**src/rtl/fir_decimator.sv**
```systemverilog
// Block-average decimator: sums DECIM input samples, emits the floored mean
// into a small output FIFO with sticky overflow reporting.
module fir_decimator #(
  parameter int DECIM      = 4,
  parameter int FIFO_DEPTH = 4
) (
  input  logic        clk,
  input  logic        reset,
  input  logic        in_valid,
  input  logic [15:0] in_data,
  input  logic        flush,
  output logic        out_valid,
  input  logic        out_ready,
  output logic [15:0] out_data,
  output logic [4:0]  fifo_level,
  output logic        overflow
);

  localparam int         SH       = $clog2(DECIM);
  localparam int         PW       = $clog2(FIFO_DEPTH);
  localparam logic [3:0] CNT_LAST = 4'(DECIM - 1);
  localparam logic [4:0] LVL_FULL = 5'(FIFO_DEPTH);

  logic [19:0]   acc_q, acc_d;
  logic [3:0]    cnt_q, cnt_d;
  logic [PW-1:0] wr_ptr_q, wr_ptr_d;
  logic [PW-1:0] rd_ptr_q, rd_ptr_d;
  logic [4:0]    level_q, level_d;
  logic          overflow_q, overflow_d;
  logic [15:0]   mem_q [FIFO_DEPTH];

  logic [19:0] sum;
  logic [15:0] result;
  logic        push, pop, full, wr_en;

  always_comb begin
    sum    = acc_q + {{4{in_data[15]}}, in_data};
    result = 16'($signed(sum) >>> SH);
    push   = in_valid & ~flush & (cnt_q == CNT_LAST);
    pop    = (level_q != 5'd0) & out_ready;
    full   = (level_q == LVL_FULL);
    // A pop on the same edge frees the slot, so a full FIFO still accepts.
    wr_en  = push & (~full | pop);

    acc_d      = acc_q;
    cnt_d      = cnt_q;
    if (flush) begin
      acc_d = '0;
      cnt_d = '0;
    end else if (in_valid) begin
      if (cnt_q == CNT_LAST) begin
        acc_d = '0;
        cnt_d = '0;
      end else begin
        acc_d = sum;
        cnt_d = cnt_q + 4'd1;
      end
    end

    wr_ptr_d   = wr_en ? wr_ptr_q + PW'(1) : wr_ptr_q;
    rd_ptr_d   = pop   ? rd_ptr_q + PW'(1) : rd_ptr_q;
    level_d    = level_q + {4'd0, wr_en} - {4'd0, pop};
    overflow_d = overflow_q | (push & full & ~pop);
  end

  always_ff @(posedge clk or posedge reset) begin
    if (reset) begin
      acc_q      <= '0;
      cnt_q      <= '0;
      wr_ptr_q   <= '0;
      rd_ptr_q   <= '0;
      level_q    <= '0;
      overflow_q <= 1'b0;
    end else begin
      acc_q      <= acc_d;
      cnt_q      <= cnt_d;
      wr_ptr_q   <= wr_ptr_d;
      rd_ptr_q   <= rd_ptr_d;
      level_q    <= level_d;
      overflow_q <= overflow_d;
    end
  end

  // Storage needs no reset: out_data is masked while the FIFO is empty.
  always_ff @(posedge clk) begin
    if (wr_en) mem_q[wr_ptr_q] <= result;
  end

  assign out_valid  = (level_q != 5'd0);
  assign out_data   = out_valid ? mem_q[rd_ptr_q] : 16'd0;
  assign fifo_level = level_q;
  assign overflow   = overflow_q;

endmodule

```
**config.mk**
```make
export PLATFORM = sky130hd
export DESIGN_NAME = fir_decimator
export DESIGN_NICKNAME = d
export VERILOG_FILES = /design/src/rtl/fir_decimator.sv
export SDC_FILE = /design/constraint.sdc
export NUM_CORES = 1
export LEC_CHECK = 0
export CAP_MARGIN = 25
export CORE_AREA = 3 3 114 116
export CTS_CLUSTER_DIAMETER = 40
export DETAILED_ROUTE_END_ITERATION = 8
export DIE_AREA = 0 0 117 119
export DONT_BUFFER_PORTS = 1
export GPL_TIMING_DRIVEN = 1
export RECOVER_POWER = 100
export SETUP_SLACK_MARGIN = 0.02
export SLEW_MARGIN = 20
export SYNTH_ARGS = -nofsm -noshare
export SYNTH_HDL_FRONTEND = slang
export SYNTH_SLANG_ARGS = --single-unit
```
**constraint.sdc**
```tcl
create_clock -name clk -period 8.35 [get_ports clk]
set_input_delay 2.505 -clock clk [delete_from_list [all_inputs] [get_ports clk]]
set_output_delay 2.505 -clock clk [all_outputs]
set_load 0.005 [all_outputs]
```
# Yosys cells after proc, flatten, opt, wreduce, memory -nomap -nowiden
# Memories as Yosys holds them, arrays and structs flattened.
# Cells that the tools add are included.
[totals] ramBits=64 elab_cells=37 in_bits=21 regBits=34 output_inout_bits=23 memories=1
[memory_table] name="mem_q" depth=4 width=16 rd=1 rd_clocked_by_memory_dff=0 write_ports=1 line_no="30" text="logic [15:0] mem_q [FIFO_DEPTH];"
[classes] n_addsub=6 mux=9 n_bitwise=11 n_eq_ne=2 reduce_logical=2
[ops] cell="$mux W20" count=3
[ops] cell="$add A20 B20 Y20" count=1
[ops] cell="$mux W16" count=1
[ops] cell="$mux W4" count=3
[ops] cell="$and A1 B1 Y1" count=6
[ops] cell="$add A5 B1 Y5" count=1
[ops] cell="$eq A5 B3 Y1 const B" count=1
[ops] cell="$reduce_bool A5 Y1" count=1
[ops] cell="$sub A5 B1 Y5" count=1
[ops] cell="$add A2 B1 Y2 const B" count=2
[ops] cell="$add A4 B1 Y4 const B" count=1
[ops] cell="$eq A4 B2 Y1 const B" count=1
[ops] cell="$not A1 Y1" count=3
[ops] cell="$mux W1" count=2
[ops] cell="$or A1 B1 Y1" count=2
[ops] cell="$reduce_bool A2 Y1" count=1

# Depth between registers and ports, before layout
[depth] depth_word=6 depth_mapped=14 depth_no_buf=14

# Worst setup path after synthesis
# No wires, ideal clock.
[synth_path] kind="input-to-reg" start="input port flush" end="register level_q[4], in the netlist fifo_level[4]" required_time_ps=8227 cell_stages=11 arrival_ps=4508 setup_ps=123 n_path_buf=0 setup_slack_ps=3719 path_cell_list="nor4_1 -> and2_1 -> inv_1 -> ha_1 -> inv_1 -> ha_1 -> fa_1 -> a21oi_1 -> nor2_1 -> nor2_1 -> xnor2_1"
[synth_via] elab_chain_cells=6
[synth_rtl] element="start: declaration" line_no="11" text="input logic flush,"
[synth_rtl] element="$not A1 Y1" line_no="39" text="push = in_valid & ~flush & (cnt_q == CNT_LAST);"
[synth_rtl] element="$and A1 B1 Y1 (2 in series)" line_no="39"
[synth_rtl] element="$and A1 B1 Y1" line_no="43" text="wr_en = push & (~full | pop);"
[synth_rtl] element="$add A5 B1 Y5" line_no="62" text="level_d = level_q + {4'd0, wr_en} - {4'd0, pop};"
[synth_rtl] element="$sub A5 B1 Y5" line_no="62"
[synth_rtl] element="via level_d[4]" line_no="28" text="logic [4:0] level_q, level_d;"
[synth_rtl] element="end signal: assignment" line_no="79" text="level_q <= level_d;"
[synth_rtl] element="end: declaration" line_no="28"
# The timed path passes the listed nets, and every way through them passes these cells.
# A chain may end at the register's enable or synchronous reset.

# Worst setup path after layout
# Ends and elaborated chain as after synthesis.

==> metrics <==
WP data required=8.61 ns; fin worst setup slack=3.60 ns; Diodes inserted=0; root buffer cell=clkbuf_16; final worst path period share=0.569; Syn Nets=396; via count=2738; top post-synthesis cells by area=edfxtp_1 40%, dfrtp_1 17%, mux4_2 7.5%; hold slack=0.515 ns; Max Freq=211 MHz; Clock power frac=0.283; Post-Synth Adder-Cell Area=0.0816; Via density=5.49; clk_lat worst skew=0.34 ns; Die Ht=119 um; Initial Util=0.398; top cell type's share of synthesized area=0.402; CTS clk-pin slew, worst paths=0.06 ns; peak supply drop=123 uV; Place WS=3.28 ns; Async SR Flop Fraction=0.333; DIE WIDTH=117 um; max_cap viols=2; clock sinks=96; share of cells above drive strength 1=0.105; Most used DFF post-synth=edfxtp_1; Hold WC Path Type=register to register; largest net degree at the start of global routing=33; Total Routing Usage GR=0.139; NetSw=0.000460 W; Seq pwr share=0.443; Lkg Pwr=2.00 nW; failing checks=capacitance limit, slew limit; complex-gate fraction of the synthesized area=0.114; Final Power=0.00147 W; final cell count without fillers=499; Num CTS Buffers=9; Commonest cells post-synth=64 x edfxtp_1, 32 x dfrtp_1, 28 x ha_1; Startpoint Class=input pin; drc violations=0; Netlist Area Pre-Place=4780 um2; combinational power share=0.274; Placer Congestion=0.779; multiplexer share of the synthesized area=0.0774; CTS tree=done; die area=13900 um2; Max-slew headroom=-0.219; RSZ-0062 raised after global routing=false; Final min period=4.75 ns; Switching Share=0.312; post-CTS sizing=0; fin. max-slew vios=54; dominant cell type by area after synthesis=edfxtp_1; drt first-iter violations=125; Fin. Hold Viols=0; Clock H-tree levels=3; Max Fanout on Critical Path=6; number of distinct library cells after synthesis=56; status=finished with violations; first-pass GRT wire length=14700 um; Post-synth EDFFs=64; mean routed wirelength per cell=18.4 um; initial antenna violation count=0; xor and xnor area share after synthesis=0.0403; 1st-pass router iterations=4; post-CTS setup buffer count=0; antenna-violating nets left=0; Worst setup EP type=register; worst-margin pin slew=1.83 ns; register area share after synthesis=0.569; count of warnings emitted by yosys=0; Syn Area/Cell=13.9 um2; clk_skew=0.00758 ns; hpwl dp=6310 um; Setup CP Type=input pin to register; num ports=44; core area=12000 um2; internal power=0.00101 W; area delta synth->final=8.39%; gr ovfl total=0; CTS max path bufs=2; I/O Buffers=0; dominant cell by count in the synthesized netlist=edfxtp_1; Rows=40; DP Cell Count=483; Final nets=398; largest family of logic cells by synthesized area=compound AO/OA/AOI/OAI gates; Synth Register Bits=96; power density cells=284 nW/um2; Synth Instances=345; count of final setup violators=0; CTS Hold Buffers Added=0; WP data arrival=5.01 ns; vias in the first global route=2803; final sum of negative setup slack=0 ns; Post-Synth Simple-Gate Area=0.0936; drt total wl=9170 um
==> critical path, stage by stage <==
cell and delay [ns]:
nor4_1 0.76, and2_0 0.34, inv_1 0.07, ha_1 0.27
inv_1 0.04, ha_1 0.20, fa_1 0.40, a21oi_1 0.15
nor2_1 0.05, nor2_1 0.11, xnor2_1 0.12
==> power groups by stage <==
| stage | combinational, W | clock, W | sequential, W |
|---|---|---|---|
| after CTS | 0.000417 | 0.000425 | 0.000657 |
| after global placement | 0.000405 | 0 | 0.000666 |
| after global routing | 0.000455 | 0.000447 | 0.000665 |
| after floorplan | 0.000374 | 0 | 0.000612 |
| final | 0.000404 | 0.000417 | 0.000653 |
| after detailed placement | 0.000416 | 0 | 0.000666 |
==> final timing paths <==
check	from	to	slack (ns)	cells past startpoint
min in group asynchronous	reset	acc_q[1]	2.70	2
worst max-delay path	flush	fifo_level[4]	3.60	11
max in group asynchronous	reset	rd_ptr_q[0]	4.45	2
worst max register to register	cnt_q[0]	fifo_level[4]	5.17	13
worst min register to register	acc_q[7]	acc_q[7]	0.52	1
worst min-delay path	acc_q[7]	acc_q[7]	0.52	1
==> final cells by class <==
class / instances / area, um2
clock buffer: 9 / 225
clock inverter: 7 / 76.3
fill: 1110 / 6830
inverter: 13 / 48.8
multi-input combinational: 226 / 1920
sequential: 96 / 2720
tap: 147 / 184
timing repair buffer: 1 / 3.75
==> state kept, by name, summed over array words and instances (netlist names) <==
signal / flops
acc_q: 18
rd_ptr_q: 2
overflow: 1
wr_ptr_q: 2
fifo_level: 5
mem_q: 64
cnt_q: 4
==> cell usage in the layout (no fill, tap or decap), drive strengths merged, types with 4 or more instances in the layout <==
cell type  netlist  routed
and2            22      22
dfrtp           32      32
nand2           14      14
edfxtp          64      64
mux4            16      16
xor2             7       7
nor2            16      16
ha              28      28
xnor2           15      15
o21ai           10      10
and3             7       7
inv             13      16
clkbuf           3      10
a311oi           4       4
nand3            8       8
a21oi           16      16
a21o             9       9
a22o            15      15
==> cell families after synthesis <==
family	count (synthesis)
compound gates	73
fa+ha+maj	30
xor+xnor	22
flops	96
buf+inv	23
mux	17
simple gates	84
==> metal layers <==
layer / part of all wire / vias to the layer above / global-route usage
li1: - / 1314 / -
met1: 0.47 / 1370 / 0.190
met2: 0.47 / 46 / 0.217
met3: 0.048 / 8 / 0.0381
met4: 0.0099 / 0 / 0.0409
met5: 0 / - / 0
==> through the flow <==
step           instance area (um2)   util
6_report                      5190  0.432
4_1_cts                       5210  0.434
5_1_grt                       5190  0.432
3_5_place_dp                  4910  0.409
2_1_floorplan                 4780      -
3_3_place_gp                  4910  0.409
Note: power is estimated with default switching activity, not from simulation.
